[src/rtl/gate_bist_pkg.sv]
// Shared types and truth-table constants for the gate BIST controller.
package gate_bist_pkg;

  typedef enum logic [1:0] {
    IDLE = 2'd0,
    HOLD = 2'd1,
    DONE = 2'd2
  } state_t;

  // Settle counter width covers SETTLE_CYCLES up to 15.
  localparam int unsigned CNT_W = 4;

  localparam logic [3:0] TT_AND2  = 4'b1000;
  localparam logic [3:0] TT_OR2   = 4'b1110;
  localparam logic [3:0] TT_XOR2  = 4'b0110;
  localparam logic [3:0] TT_XNOR2 = 4'b1001;

endpackage

[src/rtl/gate_bist_timer.sv]
// Settle counter: clears on load, counts up on inc, flags terminal count.
module gate_bist_timer
  import gate_bist_pkg::*;
#(
  parameter int unsigned SETTLE_CYCLES = 1
) (
  input  logic clk,
  input  logic rst_n,
  input  logic load,
  input  logic inc,
  output logic tc
);

  localparam logic [CNT_W-1:0] TC_VAL = CNT_W'(SETTLE_CYCLES);

  logic [CNT_W-1:0] count;

  always_ff @(posedge clk or negedge rst_n) begin
    if (!rst_n) begin
      count <= '0;
    end else if (load) begin
      count <= '0;
    end else if (inc) begin
      count <= count + CNT_W'(1);
    end
  end

  assign tc = (count == TC_VAL);

endmodule

[src/rtl/gate_bist.sv]
// Gate BIST controller: walks all input vectors, samples the gate after a settle
// time and accumulates mismatches against EXPECT.
//   state | meaning
//   IDLE  | waiting for start
//   HOLD  | driving dut_in, sampling dut_out at terminal count
//   DONE  | one-cycle done pulse, pass registered
module gate_bist
  import gate_bist_pkg::*;
#(
  parameter int                N_IN          = 2,
  parameter int unsigned       SETTLE_CYCLES = 1,
  parameter logic [2**N_IN-1:0] EXPECT       = TT_XOR2
) (
  input  logic            clk,
  input  logic            rst_n,
  input  logic            start,
  input  logic            dut_out,
  output logic [N_IN-1:0] dut_in,
  output logic            busy,
  output logic            done,
  output logic            pass,
  output logic [N_IN:0]   err_count,
  output logic            fail_valid,
  output logic [N_IN-1:0] first_fail_vec
);

  localparam logic [N_IN-1:0] LAST_VEC = '1;

  state_t      state;
  logic        tc;
  logic        timer_load;
  logic        timer_inc;
  logic        mismatch;
  logic [N_IN:0] err_next;

  // Counter only runs in HOLD; it restarts at every sample so each vector gets a full settle.
  assign timer_load = (state != HOLD) || tc;
  assign timer_inc  = (state == HOLD);

  gate_bist_timer #(
    .SETTLE_CYCLES(SETTLE_CYCLES)
  ) u_timer (
    .clk  (clk),
    .rst_n(rst_n),
    .load (timer_load),
    .inc  (timer_inc),
    .tc   (tc)
  );

  // Case-inequality so an undriven or X gate output is reported as a failure.
  assign mismatch = (dut_out !== EXPECT[dut_in]);
  assign err_next = err_count + {{N_IN{1'b0}}, mismatch};

  always_ff @(posedge clk or negedge rst_n) begin
    if (!rst_n) begin
      state          <= IDLE;
      dut_in         <= '0;
      busy           <= 1'b0;
      done           <= 1'b0;
      pass           <= 1'b0;
      err_count      <= '0;
      fail_valid     <= 1'b0;
      first_fail_vec <= '0;
    end else begin
      done <= 1'b0;
      if (state != HOLD && start) begin
        state          <= HOLD;
        dut_in         <= '0;
        busy           <= 1'b1;
        pass           <= 1'b0;
        err_count      <= '0;
        fail_valid     <= 1'b0;
        first_fail_vec <= '0;
      end else begin
        case (state)
          HOLD: begin
            if (tc) begin
              err_count <= err_next;
              if (mismatch && !fail_valid) begin
                first_fail_vec <= dut_in;
                fail_valid     <= 1'b1;
              end
              if (dut_in == LAST_VEC) begin
                state  <= DONE;
                done   <= 1'b1;
                busy   <= 1'b0;
                pass   <= (err_next == '0);
                dut_in <= '0;
              end else begin
                dut_in <= dut_in + N_IN'(1);
              end
            end
          end
          DONE:    state <= IDLE;
          default: state <= IDLE;
        endcase
      end
    end
  end

endmodule

[config.mk]
export PLATFORM = sky130hd
export DESIGN_NAME = gate_bist
export DESIGN_NICKNAME = d
export VERILOG_FILES = /design/src/rtl/gate_bist_pkg.sv /design/src/rtl/gate_bist_timer.sv /design/src/rtl/gate_bist.sv
export SDC_FILE = /design/constraint.sdc
export NUM_CORES = 1
export LEC_CHECK = 0
export ABC_AREA = 1
export CAP_MARGIN = 20
export CORE_MARGIN = 3
export CORE_UTILIZATION = 49
export CTS_BUF_LIST = sky130_fd_sc_hd__clkbuf_16
export DETAILED_ROUTE_END_ITERATION = 8
export PLACE_DENSITY_LB_ADDON = 0.08
export RECOVER_POWER = 50
export SLEW_MARGIN = 20
export SYNTH_ARGS = -nofsm -noshare
export SYNTH_HDL_FRONTEND = slang
export SYNTH_SLANG_ARGS = --single-unit
[constraint.sdc]
create_clock -name clk -period 2.01 [get_ports clk]
set_input_delay 0.5025 -clock clk [delete_from_list [all_inputs] [get_ports clk]]
set_output_delay 0.5025 -clock clk [all_outputs]
set_load 0.005 [all_outputs]
# After elaboration in Yosys (flattened, before gate mapping)
# Cells that the tools add are included.
classes:
  add_sub_neg: 3
  n_lt_le_gt_ge: 1
  eq_ne: 7
  mux: 35
  n_reduce_logical: 14
ops:
  columns: ["operator", "count"]
  rows:
  - ["$mux W2", 12]
  - ["$mux W1", 17]
  - ["$reduce_bool A2 Y1", 5]
  - ["$mux W3", 3]
  - ["$mux W4", 2]
  - ["$reduce_and A3 Y1", 2]
  - ["$add A4 B1 Y4 const B", 1]
  - ["$eq A4 B1 Y1 const B", 1]
  - ["$reduce_and A2 Y1", 2]
  - ["$add A3 B1 Y3", 1]
  - ["$logic_not A3 Y1", 1]
  - ["$lt A2 B3 Y1 const B", 1]
  - ["$ne A3 B1 Y1 const B", 1]
  - ["$ne A3 B2 Y1 const B", 1]
  - ["$add A2 B1 Y2 const B", 1]
  - ["$bmux W1 S2", 1]
  - ["$eq A2 B1 Y1 const B", 1]
  - ["$eq A2 B2 Y1 const B", 1]
  - ["$logic_and A1 B1 Y1", 2]
  - ["$ne A2 B1 Y1 const B", 1]
  - ["$logic_not A1 Y1", 1]
  - ["$logic_or A1 B1 Y1", 1]
  - ["$nex A1 B1 Y1", 1]
totals:
  regBits: 17
  inputBits: 4
  out_inout_bits: 11
  wordCells: 69

# Depth between registers and ports, before layout
logic_depth:
  ltp_word: 9
  mapped_depth: 11
  ltp_nobuf: 11

# Modules after synthesis
# From an unflattened synthesis, not the netlist that was laid out.
hier_totals:
  cells_unflattened: 99
  hier_area_um2: 885.8
by_module_without_submodules:
  columns: ["mod", "n_inst", "cells_per_inst", "area_each_um2", "seq_area_each_um2"]
  rows:
  - ["gate_bist", 1, 73, 660.6, 325.3]
  - ["gate_bist_timer", 1, 26, 225.2, 100.1]

# Worst setup path after synthesis
# Ideal clock, no wire load.
synth_timing:
  kind: "reg2reg"
  from: "register dut_in[0]"
  to: "register pass"
  setup_time_ns: 0.065
  arrival_ns: 1.662
  required_time_ns: 1.945
  setup_slack_ns: 0.283
  path_stages_with_launch: 12
  path_buffers: 0
  synth_period_minus_slack_ns: 1.727
  cell_sequence: "dfrtp_1 ha_1 inv_1 nand2_1 nand2_1 ha_1 ha_1 inv_1 nand2_1 nor2_1 nand4_1 nand2_1"
synth_between:
  elab_chain_cells: 9
  word_cells_on_any_way: 12
  cone_classes: "add/sub (1); eq/ne (2); mux (6); reduce/logical (3)"
synth_lines:
  columns: ["element", "line_no", "source"]
  rows:
  - ["from (decl)", "gate_bist.sv:18", "output logic [N_IN-1:0] dut_in,"]
  - ["from (signal assigned)", "gate_bist.sv:90", "dut_in <= dut_in + N_IN'(1);"]
  - ["$bmux W1 S2", "gate_bist.sv:51", "assign mismatch = (dut_out !== EXPECT[dut_in]);"]
  - ["$mux W1 (not written as such)", "gate_bist.sv:51", null]
  - ["$nex A1 B1 Y1", "gate_bist.sv:51", null]
  - ["$add A3 B1 Y3", "gate_bist.sv:52", "assign err_next = err_count + {{N_IN{1'b0}}, mismatch};"]
  - ["$logic_not A3 Y1", "gate_bist.sv:87", "pass <= (err_next == '0);"]
  - ["$mux W1", "gate_bist.sv:83", "if (dut_in == LAST_VEC) begin"]
  - ["$mux W1", "gate_bist.sv:77", "if (tc) begin"]
  - ["$mux W1", "gate_bist.sv:75", "case (state)"]
  - ["$mux W1", "gate_bist.sv:66", "if (state != HOLD && start) begin"]
  - ["to (signal assigned)", "gate_bist.sv:87", null]
  - ["to (decl)", "gate_bist.sv:21", "output logic pass,"]
# Several ways; a longest one is shown, not always the timed one. The select of a mux whose other input is x is not followed.
# A chain may end at the register's enable or synchronous reset.

# Worst setup path in the final report
# Ends and elaborated chain as after synthesis.

==> impl_metrics.xml <==
<?xml version="1.0" encoding="UTF-8"?>
<metrics>
  <group name="run_status">
    <metric name="run_status" unit="">completed</metric>
  </group>
  <group name="critical_path">
    <metric name="crit_slowest_cell" unit="">sky130_fd_sc_hd__dfrtp_1</metric>
    <metric name="critical_path_required_time" unit="ns">2.19</metric>
    <metric name="regToRegEndpoint" unit="">pass$_DFFE_PN0P_</metric>
    <metric name="worst_setup_path_startpoint" unit="">dut_in[0]$_DFFE_PN0P_</metric>
    <metric name="number_of_stages_on_the_worst_setup_path" unit="">11</metric>
    <metric name="endpoint_kind" unit="">register</metric>
    <metric name="critical_path.max_stage_delay" unit="ns">0.42</metric>
    <metric name="endpoint" unit="">pass$_DFFE_PN0P_</metric>
    <metric name="crit_path_max_fanout" unit="">5</metric>
    <metric name="reg2reg_setup_slack" unit="ns">0.18</metric>
    <metric name="critical_path.most_common_cell" unit="">sky130_fd_sc_hd__nand2_1</metric>
    <metric name="cp_num_buf_inv" unit="">2</metric>
    <metric name="critPathArrivalTime" unit="ns">2.02</metric>
    <metric name="rr_worst_depth" unit="">11</metric>
    <metric name="timing.critical_path.cells" unit="">ha_1, inv_1, nand2_1, nand2_1, ha_1, ha_1, inv_1, nand2_1, nor2_1, nand4_1, nand2_1</metric>
    <metric name="worst_setup_path_start_kind" unit="">register</metric>
    <metric name="setup_crit_path_kind" unit="">reg2reg</metric>
    <metric name="r2r-start" unit="">dut_in[0]$_DFFE_PN0P_</metric>
    <metric name="path_delay_family" unit="">adder cells</metric>
  </group>
  <group name="floorplanning">
    <metric name="design.core.area" unit="um^2">1540</metric>
    <metric name="floorplan.die_area" unit="um^2">2210</metric>
    <metric name="number_of_top_level_design_ports" unit="">15</metric>
    <metric name="initial_core_util" unit="%">53.4</metric>
    <metric name="rows" unit="">14</metric>
    <metric name="die_height" unit="um">47.0</metric>
    <metric name="die_width" unit="um">47.0</metric>
  </group>
  <group name="timing">
    <metric name="maxClockFrequency" unit="GHz">0.546</metric>
    <metric name="setup_tns" unit="ns">0</metric>
    <metric name="max-slew-margin-rel" unit="%">37.1</metric>
    <metric name="setup_ws" unit="ns">0.178</metric>
    <metric name="drv_slew" unit="">0</metric>
    <metric name="grt_setup_unrepaired" unit="">false</metric>
    <metric name="setup-violations-final" unit="">0</metric>
    <metric name="skew" unit="ns">0.000933</metric>
    <metric name="report.final.hold_viol_count" unit="">0</metric>
    <metric name="final.period_utilization" unit="%">91.1</metric>
    <metric name="pin_slew_with_the_least_headroom_to_its_limit" unit="ns">0.943</metric>
    <metric name="post-route-min-period" unit="ns">1.83</metric>
  </group>
  <group name="route">
    <metric name="vias" unit="">616</metric>
    <metric name="drc" unit="">0</metric>
    <metric name="drc_violation_total_after_the_first_tritonroute_iteration" unit="">7</metric>
    <metric name="drtPass1Iterations" unit="">4</metric>
    <metric name="routed_wirelength" unit="mm">1.46</metric>
    <metric name="vias_per_cell" unit="">5.01</metric>
    <metric name="antenna_left" unit="">0</metric>
    <metric name="routedWlPerCell" unit="um">11.8</metric>
  </group>
  <group name="grt">
    <metric name="grt_max_degree" unit="">18</metric>
    <metric name="global_route.overflow_total" unit="">0</metric>
    <metric name="wire_length_of_the_first_global_routing_pass" unit="mm">2.46</metric>
    <metric name="gr-usage-all-layers" unit="%">16.3</metric>
    <metric name="grt_pass1_vias" unit="">567</metric>
    <metric name="antenna_violations_before_repair" unit="">0</metric>
  </group>
  <group name="clocking">
    <metric name="holdBufCountCts" unit="">0</metric>
    <metric name="post_cts_setup_bufs" unit="">0</metric>
    <metric name="max_clock_buf_depth" unit="">2</metric>
    <metric name="insertion_delay" unit="ns">0.24</metric>
    <metric name="clkSlewWorstSetupHoldPaths" unit="ns">0.05</metric>
    <metric name="root_buffer" unit="">sky130_fd_sc_hd__clkbuf_16</metric>
    <metric name="cts_made_buffers" unit="">3</metric>
    <metric name="post_cts_sizing_count" unit="">0</metric>
    <metric name="tritoncts_num_sinks" unit="">17</metric>
    <metric name="tritoncts_clock_tree" unit="">built</metric>
    <metric name="clock_tree.htree_level_count" unit="">1</metric>
  </group>
  <group name="logic_synthesis">
    <metric name="netlist_area" unit="um^2">823</metric>
    <metric name="synth_sequential_area_ratio" unit="%">51.7</metric>
    <metric name="synth.largest_area_cell" unit="">sky130_fd_sc_hd__dfrtp_1</metric>
    <metric name="synth.area.top_cells" unit="">sky130_fd_sc_hd__dfrtp_1 (52%), sky130_fd_sc_hd__nand2_1 (9.1%), sky130_fd_sc_hd__ha_1 (7.6%)</metric>
    <metric name="netlist_instances" unit="">87</metric>
    <metric name="yosysUniqueCellTypes" unit="">18</metric>
    <metric name="synth_top_area_share" unit="%">51.7</metric>
    <metric name="synthesis.nets" unit="">96</metric>
    <metric name="post_synthesis_register_bit_count" unit="">17</metric>
    <metric name="yosysWarningCount" unit="">0</metric>
    <metric name="avgSynthCellArea" unit="um^2">9.46</metric>
  </group>
  <group name="place">
    <metric name="finalWeightedCongestion" unit="">0.690</metric>
    <metric name="dp_wirelength" unit="mm">1.06</metric>
    <metric name="place.port_buffers" unit="">14</metric>
    <metric name="placedInstanceArea" unit="um^2">995</metric>
    <metric name="pre_cts_slack" unit="ns">-0.0477</metric>
    <metric name="placed_cells" unit="">119</metric>
  </group>
  <group name="final_layout">
    <metric name="post_route_cells_drive_above_1_share" unit="%">15.9</metric>
    <metric name="fin_nets" unit="">117</metric>
    <metric name="syn_to_final_growth" unit="%">29.5</metric>
    <metric name="fin_cells" unit="">123</metric>
    <metric name="final_cell_mix" unit="">sky130_fd_sc_hd__nand2_1 (20), sky130_fd_sc_hd__dfrtp_1 (17), sky130_fd_sc_hd__clkdlybuf4s50_1 (13)</metric>
    <metric name="antenna_cells_inserted" unit="">0</metric>
    <metric name="stdcell_area" unit="um^2">1070</metric>
    <metric name="final_common_cell" unit="">sky130_fd_sc_hd__nand2_1</metric>
  </group>
  <group name="power_and_ir_drop">
    <metric name="total_leakage_power" unit="nW">0.545</metric>
    <metric name="pwr_density_cell" unit="nW/um^2">1820</metric>
    <metric name="report.power.total" unit="mW">1.94</metric>
    <metric name="max-vdd-ir-drop" unit="uV">1260</metric>
  </group>
  <group name="flow_run">
    <metric name="drv_cap" unit="">0</metric>
  </group>
  <group name="worst_hold_path">
    <metric name="worst_hold_path_type" unit="">reg2reg</metric>
  </group>
</metrics>
-- worst min path at each step --
stage,startpoint,end,slack [ns],cells past startpoint
floorplan,rst_n,busy$_DFFE_PN0P_,0.21,0
global placement,first_fail_vec[1]$_DFFE_PN0P_,first_fail_vec[1]$_DFFE_PN0P_,0.46,2
detailed placement,first_fail_vec[1]$_DFFE_PN0P_,first_fail_vec[1]$_DFFE_PN0P_,0.46,2
CTS,busy$_DFFE_PN0P_,busy$_DFFE_PN0P_,0.48,2
global route,first_fail_vec[0]$_DFFE_PN0P_,first_fail_vec[0]$_DFFE_PN0P_,0.51,2
finish,pass$_DFFE_PN0P_,pass$_DFFE_PN0P_,0.48,2
-- registers in the layout (all words and copies together) (netlist names) --
name            flops
pass                1
dut_in              2
done                1
busy                1
fail_valid          1
state               2
err_count           3
u_timer.count       4
first_fail_vec      2
-- per-stage QoR --
step / util, % / hold slack, ns
after floorplan: - / 0.207
after global placement: 64.5 / 0.456
after detailed placement: 64.5 / 0.463
after CTS: 69.7 / 0.482
after global routing: 69.2 / 0.506
final: 69.2 / 0.479
-- routing by layer --
| metal | global-route usage [%] | up-vias | wire (um) |
|---|---|---|---|
| met5 | 0 | - | 0 |
| met4 | 9.94 | 0 | 34 |
| met3 | 3.45 | 4 | 36 |
| met2 | 23.6 | 9 | 670 |
| met1 | 22.0 | 285 | 714 |
| li1 | - | 318 | - |
-- worst min-delay path, cell delays in order (launching register included) --
cell and delay, ns:
sky130_fd_sc_hd__dfrtp_1 0.34, sky130_fd_sc_hd__nand2_1 0.05, sky130_fd_sc_hd__nand2_1 0.06
-- power by group --
| part | internal (mW) | switching (mW) |
|---|---|---|
| Sequential | 0.491 | 0.101 |
| Clock | 0.266 | 0.125 |
| Combinational | 0.439 | 0.522 |
-- cells in the mapped netlist --
library cell,number
sky130_fd_sc_hd__buf_6,1
sky130_fd_sc_hd__inv_4,1
sky130_fd_sc_hd__o22ai_2,1
sky130_fd_sc_hd__a21oi_1,1
sky130_fd_sc_hd__nor2_1,10
sky130_fd_sc_hd__nand2_1,20
sky130_fd_sc_hd__nand4_1,1
sky130_fd_sc_hd__xnor2_1,2
sky130_fd_sc_hd__nor2_2,2
sky130_fd_sc_hd__inv_1,9
sky130_fd_sc_hd__nor2_4,1
sky130_fd_sc_hd__ha_1,5
sky130_fd_sc_hd__o21ai_2,4
sky130_fd_sc_hd__nand3_1,8
sky130_fd_sc_hd__nand2_2,2
sky130_fd_sc_hd__xor2_1,1
sky130_fd_sc_hd__dfrtp_1,17
sky130_fd_sc_hd__nand3_2,1
-- cell type report --
class | instances | area (um^2)
clock buffer | 3 | 75.1
clock inverter | 1 | 5.00
fill | 119 | 475
inverter | 10 | 40.0
multi-input combinational | 59 | 342
sequential | 17 | 425
tap | 16 | 20.0
timing repair buffer | 17 | 159
-- kinds of logic after synthesis --
kind of cell | count (synthesis) | synth area share (%)
DFF | 17 | 51.7
buffers and inverters | 11 | 6.23
xor gates and xnor gates | 3 | 3.19
and+or+nand+nor | 45 | 24.9
adders and majority gates | 5 | 7.60
AOI/OAI and AO/OA | 6 | 6.38
No activity file was read; power rests on OpenSTA's default activity.
